### src/rtl/decoder3_8_seq.sv
// Sequenced 3-to-8 decoder: registered one-hot output held PULSE_LEN cycles,
// followed by GAP_LEN zero cycles; single codes via valid/ready or an auto-scan of 0..7.
module decoder3_8_seq #(
  parameter int PULSE_LEN = 4,
  parameter int GAP_LEN   = 1
) (
  input  logic       clk,
  input  logic       rst,
  input  logic [2:0] i,
  input  logic       i_valid,
  output logic       i_ready,
  input  logic       scan,
  output logic [7:0] y,
  output logic       y_valid,
  output logic       busy,
  output logic       done
);

  typedef enum logic [1:0] {IDLE, PULSE, GAP} state_t;

  localparam logic [8:0] PL_M1 = 9'(PULSE_LEN - 1);
  localparam logic [8:0] GL_M1 = (GAP_LEN > 0) ? 9'(GAP_LEN - 1) : 9'd0;

  state_t     state_q, state_d;
  logic [2:0] code_q, code_d;
  logic       scan_q, scan_d;
  logic [8:0] cnt_q, cnt_d;
  logic [7:0] y_q, y_d;
  logic       yv_q, yv_d;
  logic       busy_q, busy_d;
  logic       done_q, done_d;
  logic       step_end;

  assign i_ready = !rst && (state_q == IDLE) && !scan;

  always_comb begin
    state_d  = state_q;
    code_d   = code_q;
    scan_d   = scan_q;
    cnt_d    = cnt_q;
    done_d   = 1'b0;
    step_end = 1'b0;
    case (state_q)
      IDLE: begin
        if (scan) begin
          code_d  = 3'd0;
          scan_d  = 1'b1;
          state_d = PULSE;
          cnt_d   = PL_M1;
        end else if (i_valid && i_ready) begin
          code_d  = i;
          scan_d  = 1'b0;
          state_d = PULSE;
          cnt_d   = PL_M1;
        end
      end
      PULSE: begin
        if (cnt_q == 9'd0) begin
          if (GAP_LEN > 0) begin
            state_d = GAP;
            cnt_d   = GL_M1;
          end else begin
            step_end = 1'b1;
          end
        end else begin
          cnt_d = cnt_q - 9'd1;
        end
      end
      GAP: begin
        if (cnt_q == 9'd0) step_end = 1'b1;
        else               cnt_d = cnt_q - 9'd1;
      end
      default: state_d = IDLE;
    endcase

    // A scan stops after code 7; the code register never wraps.
    if (step_end) begin
      if (scan_q && (code_q != 3'd7)) begin
        code_d  = code_q + 3'd1;
        state_d = PULSE;
        cnt_d   = PL_M1;
      end else begin
        state_d = IDLE;
        scan_d  = 1'b0;
        done_d  = 1'b1;
      end
    end

    // Outputs are registered from the next state so they line up with it.
    y_d    = (state_d == PULSE) ? (8'b1 << code_d) : 8'h00;
    yv_d   = (state_d == PULSE);
    busy_d = (state_d != IDLE);
  end

  always_ff @(posedge clk) begin
    if (rst) begin
      state_q <= IDLE;
      code_q  <= 3'd0;
      scan_q  <= 1'b0;
      cnt_q   <= 9'd0;
      y_q     <= 8'h00;
      yv_q    <= 1'b0;
      busy_q  <= 1'b0;
      done_q  <= 1'b0;
    end else begin
      state_q <= state_d;
      code_q  <= code_d;
      scan_q  <= scan_d;
      cnt_q   <= cnt_d;
      y_q     <= y_d;
      yv_q    <= yv_d;
      busy_q  <= busy_d;
      done_q  <= done_d;
    end
  end

  assign y       = y_q;
  assign y_valid = yv_q;
  assign busy    = busy_q;
  assign done    = done_q;

endmodule

### config.mk
export PLATFORM = sky130hd
export DESIGN_NAME = decoder3_8_seq
export DESIGN_NICKNAME = d
export VERILOG_FILES = /design/src/rtl/decoder3_8_seq.sv
export SDC_FILE = /design/constraint.sdc
export NUM_CORES = 1
export LEC_CHECK = 0
export ABC_AREA = 1
export BUFFER_PORTS_ARGS = -buffer_cell sky130_fd_sc_hd__buf_2
export CORE_MARGIN = 2
export CORE_UTILIZATION = 49
export CTS_CLUSTER_SIZE = 40
export DETAILED_ROUTE_END_ITERATION = 8
export PLACE_DENSITY = 0.67
export SYNTH_ARGS = -nofsm -noshare
export SYNTH_HDL_FRONTEND = slang
export SYNTH_SLANG_ARGS = --single-unit
### constraint.sdc
create_clock -name clk -period 2.1 [get_ports clk]
set_clock_uncertainty 0.05 [all_clocks]
set_input_delay 0 -clock clk [delete_from_list [all_inputs] [get_ports clk]]
set_output_delay 0 -clock clk [all_outputs]
set_load 0.05 [all_outputs]
# Word-level counts from Yosys, hierarchy flattened

Index checks and enable logic that the tools add are counted.

Register bits: 26
Output and inout port bits: 12

$add $sub $neg: 2
Equality and inequality tests: 4
Shift operators: 1
Multiplexer cells: 26
Bitwise operators: 2
Reductions and logical operators: 11

Operators with widths:

| operator                                                               | number |
|---|---|
| 9-bit 2-to-1 mux                                                       | 6 |
| 9-bit case mux with 3 select lines                                     | 1 |
| 3-bit 2-to-1 mux                                                       | 5 |
| 9-bit logical NOT                                                      | 1 |
| 1-bit 2-to-1 mux                                                       | 9 |
| 9-bit by 1-bit subtractor with 9-bit output (second input constant)    | 1 |
| 2-bit 2-to-1 mux                                                       | 4 |
| 1-bit by 3-bit << shifter with 8-bit output (first input constant)     | 1 |
| 2-bit case mux with 3 select lines                                     | 1 |
| 2-bit by 1-bit equality test with 1-bit output (second input constant) | 2 |
| 1-bit logical AND                                                      | 4 |
| 2-bit OR reduction                                                     | 2 |
| 3-bit by 1-bit adder with 3-bit output (second input constant)         | 1 |
| 3-bit inequality test (second input constant)                          | 1 |
| 2-bit equality test (second input constant)                            | 1 |
| 1-bit logical NOT                                                      | 2 |
| 2-bit logical NOT                                                      | 1 |
| 1-bit inverter                                                         | 2 |
| 2-bit nonzero test                                                     | 1 |

# Depth between registers and ports, before layout

Gate-level depths: netlist of run 1.

Depth in word-level cells: 11
Mapped depth: 11
Depth with buffers taken out: 11

# Least setup slack after synthesis of run 1

Ideal clock, no wire load.

Path kind: reg2out
Start point: register state_q[0]
End point: output i_ready
Arrival: 1.917 ns
Data required time: 2.050 ns
Slack: 0.133 ns
Cell stages (with the launch flop): 2
Buffers on the path: 0
Path through: dfxtp_1 -> nor4_1

Word-level cells in the longest chain between the ends: 3

Ends and longest elaborated chain:

| item                           | RTL line | RTL |
|---|---|---|
| start, declared                | 24       | `state_t state_q, state_d;` |
| start signal, assigned         | 106      | `state_q <= state_d;` |
| 2-bit logical NOT              | 34       | `assign i_ready = !rst && (state_q == IDLE) && !scan;` |
| 1-bit logical AND (2 in a row) | 34       |  |
| end, declared                  | 11       | `output logic i_ready,` |

No other way between the ends.

# Worst setup path in the final report of run 1

Start point: register cnt_q[0]
End point: register cnt_q[0]

Word-level cells in the longest chain between the ends: 5

Ends and longest elaborated chain:

| item                                                                | RTL line   | RTL |
|---|---|---|
| start, declared                                                     | 27         | `logic [8:0] cnt_q, cnt_d;` |
| start signal, assigned                                              | 109        | `cnt_q <= cnt_d;` |
| 9-bit by 1-bit subtractor with 9-bit output (tied with other cells) | 66, 71     |  |
| 9-bit 2-to-1 mux (on tied branches)                                 | 70, 45, 58 |  |
| 9-bit case mux with 3 select lines                                  | 43         | `case (state_q)` |
| 9-bit 2-to-1 mux                                                    | 78         | `if (scan_q && (code_q != 3'd7)) begin` |
| 9-bit 2-to-1 mux *                                                  | 77         | `if (step_end) begin` |

Every way passes the cells marked *; elsewhere a longest branch is shown, timed or not.
A chain may end at the register's enable or synchronous reset.

==> metrics.csv, run 1 <==
metric,value,unit
Worst EP required,2.30,ns
worst path arrival time,2.14,ns
met1 WL,1310,um
Worst-Margin Slew,0.333,ns
Mapped Area,1380,um2
Synth area leader,dfxtp_1,
vias in the first global route,1237,
H-tree levels,1,
Detail Placement HPWL,2280,um
fin. max-slew vios,0,
# port buffers,18,
setup TNS,0,ns
Area Overhead vs Synth,14.4,%
Post-CTS Resized,0,
FF/Latch Area,520,um2
P per Cell Area,1340,nW/um2
first-pass GRT wire length,5090,um
# DRC,0,
postcts setup bufs,0,
CTS Hold Buffers Added,2,
vias post-DR,1272,
antenna violations before repair,0,
endpoints failing hold,0,
Fmax,516,MHz
IO Pins,19,
gpl congestion,0.800,
Avg Inst Size Synth,6.96,um2
met3 wire length,72,um
clock slew seen by the registers of the worst setup and hold paths,0.14,ns
"Seq/Total Area, Yosys",37.8,%
share of layout cells above drive strength 1,20.8,%
worst-path maximum fanout,9,
largest net degree at the start of global routing,16,
Clock Root Buffer,clkbuf_4,
Gate Count Post-Synth,198,
min Tclk post-route,1.94,ns
syn nets,209,
Synth top area share,37.8,%
Die Ht,57.0,um
cts bufs inserted,3,
GRT overflow,0,
GRT Total Usage,19.7,%
Area contributors post-synth,"dfxtp_1 38%, nand2_1 13%, nor2_1 8.2%",
"Warnings, synthesis",0,
Final #Nets,233,
clk_lat worst skew,0.32,ns
Leak,0.000786,uW
WL/cell,11.7,um
Die Wd,57.0,um
Routed Antenna Nets,0,
TritonCTS clock tree,yes,
RSZ-0062 raised after global routing,no,
Pre-antenna DRT Iters,4,
clock sink count,26,
Initial Util,50.8,%
post-synthesis cell type count,23,
clock buffer depth,2,
Initial DRC Count,32,
Seq cells post-synth,26,
final period utilization,92.4,%
met2 WL,1480,um
die area,3250,um2
HP Class,in -> reg,
CP startpoint kind,register,
final wirelength,2940,um
Crit Path Category,reg -> reg,
overall power,2110,uW
status,"complete, no violations",
n_diodes,0,
Fillers,271,
row count,19,
Core Area,2710,um2
area of the multi-input gates,741,um2
maxcap violations,0,
# setup viols final,0,
CP endpoint kind,register,
Top Metal Used,met4,
Slew headroom,77.7,%
Vias/cell,5.05,
Max VDD drop,0.794,mV
-- cell type report --
cell class                 instances  share of cell area, %
clock buffer                       3                   1.43
clock inverter                     1                   1.91
inverter                          30                   7.15
multi-input combinational        141                   47.0
sequential                        26                   33.0
tap                               31                   2.46
timing repair buffer              20                   6.99
-- critical path: stages, from the launching register on --
cell	delay [ns]
dfxtp_1	0.34
inv_1	0.12
ha_1	0.23
nand2_2	0.11
nor2_4	0.22
nand2_2	0.15
ha_1	0.30
o21ai_0	0.16
a21oi_1	0.06
a31oi_1	0.14
-- synth_stat cells, drive strengths merged --
cell     instances
nand2           55
nor2            43
inv             30
dfxtp           26
o21ai           13
nand3            9
a21oi            8
ha               4
nand4            4
a31oi            1
clkbuf           1
nor3             1
nor4             1
o2111ai          1
o211ai           1
-- flip-flops by register name, summed over array words and instances, names as in the netlist --
signal / flops
done: 1
scan_q: 1
cnt_q: 9
y_valid: 1
code_q: 3
y: 8
busy: 1
state_q: 2
-- power breakdown --
part           switching, uW  leakage (uW)  internal [uW]
sequential              70.6      0.000212            587
clock                    149     0.0000279            193
combinational            774      0.000546            337
total                    994      0.000786           1120
-- metrics by stage --
step	hold slack [ns]	std cells	instance area (um2)	utilization (%)	setup slack, ns
after floorplan	0.0286	198	1380	-	0.133
after global placement	0.282	246	1500	55.4	0.263
after detailed placement	0.288	246	1500	55.4	0.221
after CTS	0.0902	252	1580	58.1	0.172
after global routing	0.108	252	1580	58.1	0.00208
final	0.0991	252	1580	58.1	0.161
-- metal layers --
layer	track usage, %	vias to the layer above
li1	-	672
met1	23.8	573
met2	33.2	19
met3	2.95	8
met4	11.6	0
met5	0	-
-- logic make-up (layout without fill, tap and decap cells) --
logic type	count (synthesis)	count (layout)	synth area share [%]
fa+ha+maj	4	4	3.63
flops	26	26	37.8
buf+inv	31	54	8.45
compound gates	24	24	9.26
simple gates	113	113	40.9
-- placed cells by master, fill, tap and decap left out, types with 2 or more instances in the layout --
cell type      synthesis  routed
nand2_1               49      49
nor2_1                30      30
inv_1                 28      28
dfxtp_1               26      26
buf_2                  0      18
o21ai_0               13      13
nor2_2                 8       8
a21oi_1                8       8
nand3_1                7       7
nand2_2                6       6
nor2_4                 4       4
ha_1                   4       4
nand4_1                3       3
clkbuf_4               0       3
inv_2                  2       2
dlygate4sd3_1          0       2
-- worst paths after layout --
check                      startpoint             endpoint  slack [ns]  cells past startpoint
setup / recovery  cnt_q[0]$_SDFF_PP0_  cnt_q[0]$_SDFF_PP0_        0.16                      9
hold / removal                i_valid    scan_q$_SDFF_PP0_         0.1                      4
setup reg to reg  cnt_q[0]$_SDFF_PP0_  cnt_q[0]$_SDFF_PP0_        0.16                      9
hold reg to reg     scan_q$_SDFF_PP0_    scan_q$_SDFF_PP0_        0.43                      2
Note: power is estimated with default switching activity, not from simulation.
==> inputs of run 2 (changes only) <==
--- a/config.mk
+++ b/config.mk
@@ -7,6 +7,7 @@
 export LEC_CHECK = 0
 export ABC_AREA = 1
 export BUFFER_PORTS_ARGS = -buffer_cell sky130_fd_sc_hd__buf_2
+export CORE_ASPECT_RATIO = 1.5
 export CORE_MARGIN = 2
 export CORE_UTILIZATION = 49
 export CTS_CLUSTER_SIZE = 40
==> run 2 against run 1 <==
- maximum frequency increased by 3.4%
- total power is 6.7% higher
- final cell count grew 2.0%
- sequential cell count stayed put
- sequential share of layout area decreased by 0.29 points
- combinational power up 5%
- highest routed layer unchanged
- non-clock buffer count is 1 lower
- register-to-register slack better by 0.06 ns
- first-iteration DRC count is 22% higher
- core utilization grew 1.2 points
==> metrics.csv, run 2 (synthesized netlist as in run 1, its figures left out) <==
metric,value,unit
Max VDD drop,0.905,mV
worst path arrival time,2.04,ns
Detail Placement HPWL,2550,um
max reg flops,9,
vias in the first global route,1313,
H-tree levels,1,
clock slew seen by the registers of the worst setup and hold paths,0.09,ns
Pre-antenna DRT Iters,4,
Crit Path Category,reg -> reg,
Die Ht,68.9,um
endpoints failing hold,0,
antenna violations before repair,0,
"commonest non-fill, non-tap cell in the layout",nand2_1,
setup TNS,0,ns
clk_lat worst skew,0.28,ns
min Tclk post-route,1.88,ns
row count,23,
cts bufs inserted,3,
# port buffers,18,
Worst EP required,2.26,ns
largest net degree at the start of global routing,16,
CTS Hold Buffers Added,0,
Initial Util,51.5,%
vias post-DR,1297,
# DRC,0,
Vias/cell,5.05,
Initial DRC Count,39,
status,"complete, no violations",
highest-count cells in the layout ignoring fill and taps,"49 x nand2_1, 30 x nor2_1, 28 x inv_1",
maxcap violations,0,
Core Area,2680,um2
Die Wd,47.3,um
P per Cell Area,1420,nW/um2
die area,3260,um2
CP startpoint kind,register,
TritonCTS clock tree,yes,
Slew headroom,78.5,%
Clock Root Buffer,clkbuf_8,
Placed Area,1510,um2
RSZ-0062 raised after global routing,no,
Final #Nets,232,
Area Overhead vs Synth,15.3,%
GRT Total Usage,23.7,%
share of layout cells above drive strength 1,21.4,%
Final Cell Area,1590,um2
Routed Antenna Nets,0,
CP endpoint kind,register,
WL/cell,12.5,um
GRT overflow,0,
first-pass GRT wire length,5420,um
# setup viols final,0,
worst-path maximum fanout,9,
Fmax,533,MHz
fin. max-slew vios,0,
IO Pins,19,
Post-CTS Resized,0,
Leak,0.000791,uW
gpl congestion,0.915,
HP Class,in -> reg,
largest reg by FF count,cnt_q,
Worst-Margin Slew,0.321,ns
clock sink count,26,
final wirelength,3210,um
n_diodes,0,
clock buffer depth,2,
final period utilization,89.3,%
## run 2: changes by cell type in the layout (fill, tap and decap cells not counted), sizes merged
cell	delta
dlygate4sd3	-2
buf	+1
## run 2: path summary, 6_finish.rpt
path,from,to,slack [ns],cells after the start
worst min-delay path,rst,code_q[0]$_SDFF_PP0_,0.01,2
worst max register to register,cnt_q[0]$_SDFF_PP0_,cnt_q[0]$_SDFF_PP0_,0.22,9
worst min register to register,cnt_q[8]$_SDFF_PP0_,cnt_q[8]$_SDFF_PP0_,0.41,2
worst max-delay path,cnt_q[0]$_SDFF_PP0_,cnt_q[0]$_SDFF_PP0_,0.22,9
## run 2: cell type report
cell class,instances,area (um2)
Clock buffer,3,41.3
Clock inverter,1,30.0
Fill cell,261,1090
Inverter,30,113
Multi-Input combinational cell,141,741
Sequential cell,26,520
Tap cell,37,46.3
Timing Repair Buffer,19,97.6
## run 2: power breakdown
part           internal [uW]  total (uW)  switching [uW]  leakage (uW)
registers                587         658            71.1      0.000212
clock network            255         424             169     0.0000357
logic                    360        1170             810      0.000543
## run 2: metal layers
metal	GRT usage (%)	vias up	share of wire, %
met3	4.69	9	2.3
met4	13.2	0	3.1
met5	0	-	0
li1	-	667	-
met1	21.2	598	37
met2	45.6	23	57
## run 2: critical path, cell delays in order (launching register included)
cell and delay, ns:
dfxtp_1 0.32, inv_1 0.15, ha_1 0.23, nand2_2 0.11
nor2_4 0.13, nand2_2 0.13, ha_1 0.30, o21ai_0 0.19
a21oi_1 0.06, a31oi_1 0.13
## run 2: repair_timing
action / 4_1_cts / 5_1_grt
endpoints found under the hold margin: 0 / 0
endpoints found under the setup margin: 0 / 1
setup buffers: 0 / 1
## run 2: through the flow
| step | setup slack [ns] | utilization (%) | power [uW] | std cells | hold slack (ns) |
|---|---|---|---|---|---|
| 6_report | 0.225 | 59.4 | 2250 | 257 | 0.0100 |
| 3_5_place_dp | 0.0910 | 56.4 | 1800 | 252 | 0.298 |
| 4_1_cts | 0.0764 | 59.1 | 2230 | 256 | 0.00847 |
| 2_1_floorplan | 0.133 | - | 1560 | 198 | 0.0286 |
| 5_1_grt | 0.0688 | 59.4 | 2440 | 257 | 0.0244 |
| 3_3_place_gp | 0.161 | 56.4 | 1760 | 252 | 0.292 |
==> inputs of run 3 (changes only) <==
==> constraint.sdc (replaced) <==
create_clock -name clk -period 2 [get_ports clk]
set_clock_uncertainty 0.05 [all_clocks]
set_input_delay 0 -clock clk [delete_from_list [all_inputs] [get_ports clk]]
set_output_delay 0 -clock clk [all_outputs]
set_load 0.05 [all_outputs]
==> run 3 against run 2 <==
- total power is 4.9% higher
- core utilization up 0.28 points
- final cell count unchanged
- wire length up 3.2%
- sequential cell count is the same
- setup slack lost 0.074 ns
- critical path depth unchanged
- global-route usage up 0.16 points
- die area unchanged
- combinational power rose by 4%
- largest power group unchanged
- critical endpoint unchanged
==> metrics.csv, run 3 (synthesized netlist as in run 1, its figures left out) <==
metric,value,unit
clock sink count,26,
die area,3260,um2
clock buffer depth,2,
Crit-path slowest cell,dfxtp_1,
CTS Hold Buffers Added,0,
gpl congestion,0.914,
Post-CTS Resized,0,
Max VDD drop,0.628,mV
min Tclk post-route,1.85,ns
highest-count cells in the layout ignoring fill and taps,"49 x nand2_1, 30 x nor2_1, 28 x inv_1",
"commonest non-fill, non-tap cell in the layout",nand2_1,
maxcap violations,0,
WL/cell,12.9,um
clock slew seen by the registers of the worst setup and hold paths,0.10,ns
dpl ws,0.156,ns
Vias/cell,4.96,
R2R Path Start,cnt_q[0]$_SDFF_PP0_,
Worst EP required,2.12,ns
postcts setup bufs,0,
worst-path maximum fanout,9,
largest reg by FF count,cnt_q,
CP startpoint kind,register,
worst path bufs/invs,1,
row count,23,
setup TNS,0,ns
P per Cell Area,1480,nW/um2
vias in the first global route,1284,
Initial Util,51.5,%
GRT overflow,0,
n_diodes,0,
final period utilization,92.4,%
Worst-Margin Slew,0.341,ns
IO Pins,19,
hold_sp,scan,
Leak,0.000791,uW
CP cell instances,"inv_1, ha_2, nand2_2, nor2_4, nand2_4, ha_1, o21ai_0, a21oi_1, a31oi_1",
# setup viols final,0,
cts bufs inserted,3,
TritonCTS clock tree,yes,
first-pass GRT wire length,5480,um
endpoints failing hold,0,
worst path arrival time,1.97,ns
Area Overhead vs Synth,15.9,%
Final #Nets,232,
max reg flops,9,
Die Wd,47.3,um
antenna violations before repair,0,
CP Launch Point,cnt_q[0]$_SDFF_PP0_,
Routed Antenna Nets,0,
Setup WS post-layout,0.151,ns
Core Area,2680,um2
# port buffers,18,
Clock Root Buffer,clkbuf_8,
RSZ-0062 raised after global routing,no,
GRT Total Usage,23.8,%
largest net degree at the start of global routing,16,
final wirelength,3320,um
status,"complete, no violations",
Initial DRC Count,38,
# placed instances,253,
Die Ht,68.9,um
# DRC,0,
vias post-DR,1276,
"non-filler cells, final",257,
share of layout cells above drive strength 1,21.8,%
clk_lat worst skew,0.28,ns
Crit Path Category,reg -> reg,
critical path's largest stage delay,0.32,ns
H-tree levels,1,
CP endpoint kind,register,
crit-path leading delay family,adder cells,
Pre-antenna DRT Iters,4,
Fmax,541,MHz
Slew headroom,77.3,%
fin. max-slew vios,0,
HP Class,in -> reg,
Detail Placement HPWL,2580,um
Fillers,269,
-- run 3: cell counts in the layout (fill, tap and decap cells not counted) --
Identical to the previous run, type by type.
-- run 3: routing by layer --
metal / track usage (%) / routed length, um
met1: 23.0 / 1230
met2: 46.8 / 1890
met3: 2.60 / 115
met4: 10.8 / 84
met5: 0 / 0
-- run 3: final cells by class --
type / count / area, um2 / share of cell area (%)
clock buffers: 3 / 41.3 / 2.59
repair buffers: 19 / 97.6 / 6.11
flip-flops and latches: 26 / 520 / 32.6
inverters: 30 / 113 / 7.05
well taps: 37 / 46.3 / 2.90
clock inverters: 1 / 30.0 / 1.88
multi-input cells: 141 / 748 / 46.9
-- run 3: report_power, final --
group | switching, uW | leakage, uW | internal (uW) | total (uW)
Sequential | 77.0 | 0.000212 | 617 | 694
Combinational | 856 | 0.000544 | 368 | 1220
Clock | 178 | 0.0000357 | 268 | 447
-- run 3: final timing paths --
check	end	slack [ns]	cells after the start
worst max register to register	cnt_q[0]$_SDFF_PP0_	0.15	9
worst max-delay path	cnt_q[0]$_SDFF_PP0_	0.15	9
worst min-delay path	scan_q$_SDFF_PP0_	0.01	3
worst min register to register	cnt_q[8]$_SDFF_PP0_	0.41	2
-- run 3: stage by stage --
stage	util, %	power [uW]	hold slack [ns]	cell area [um2]
floorplan	-	1640	0.0286	1380
global placement	56.7	1860	0.291	1520
detailed placement	56.7	1900	0.305	1520
CTS	59.4	2340	0.00988	1590
global route	59.7	2540	0.0228	1600
finish	59.7	2360	0.0104	1600
-- run 3: tightest hold or removal path, delay by kind of cell --
kind | cells | cell delay (ns)
AOI/OAI and AO/OA | 1 | 0.07
buffers and inverters | 1 | 0.13
and+or+nand+nor | 1 | 0.10
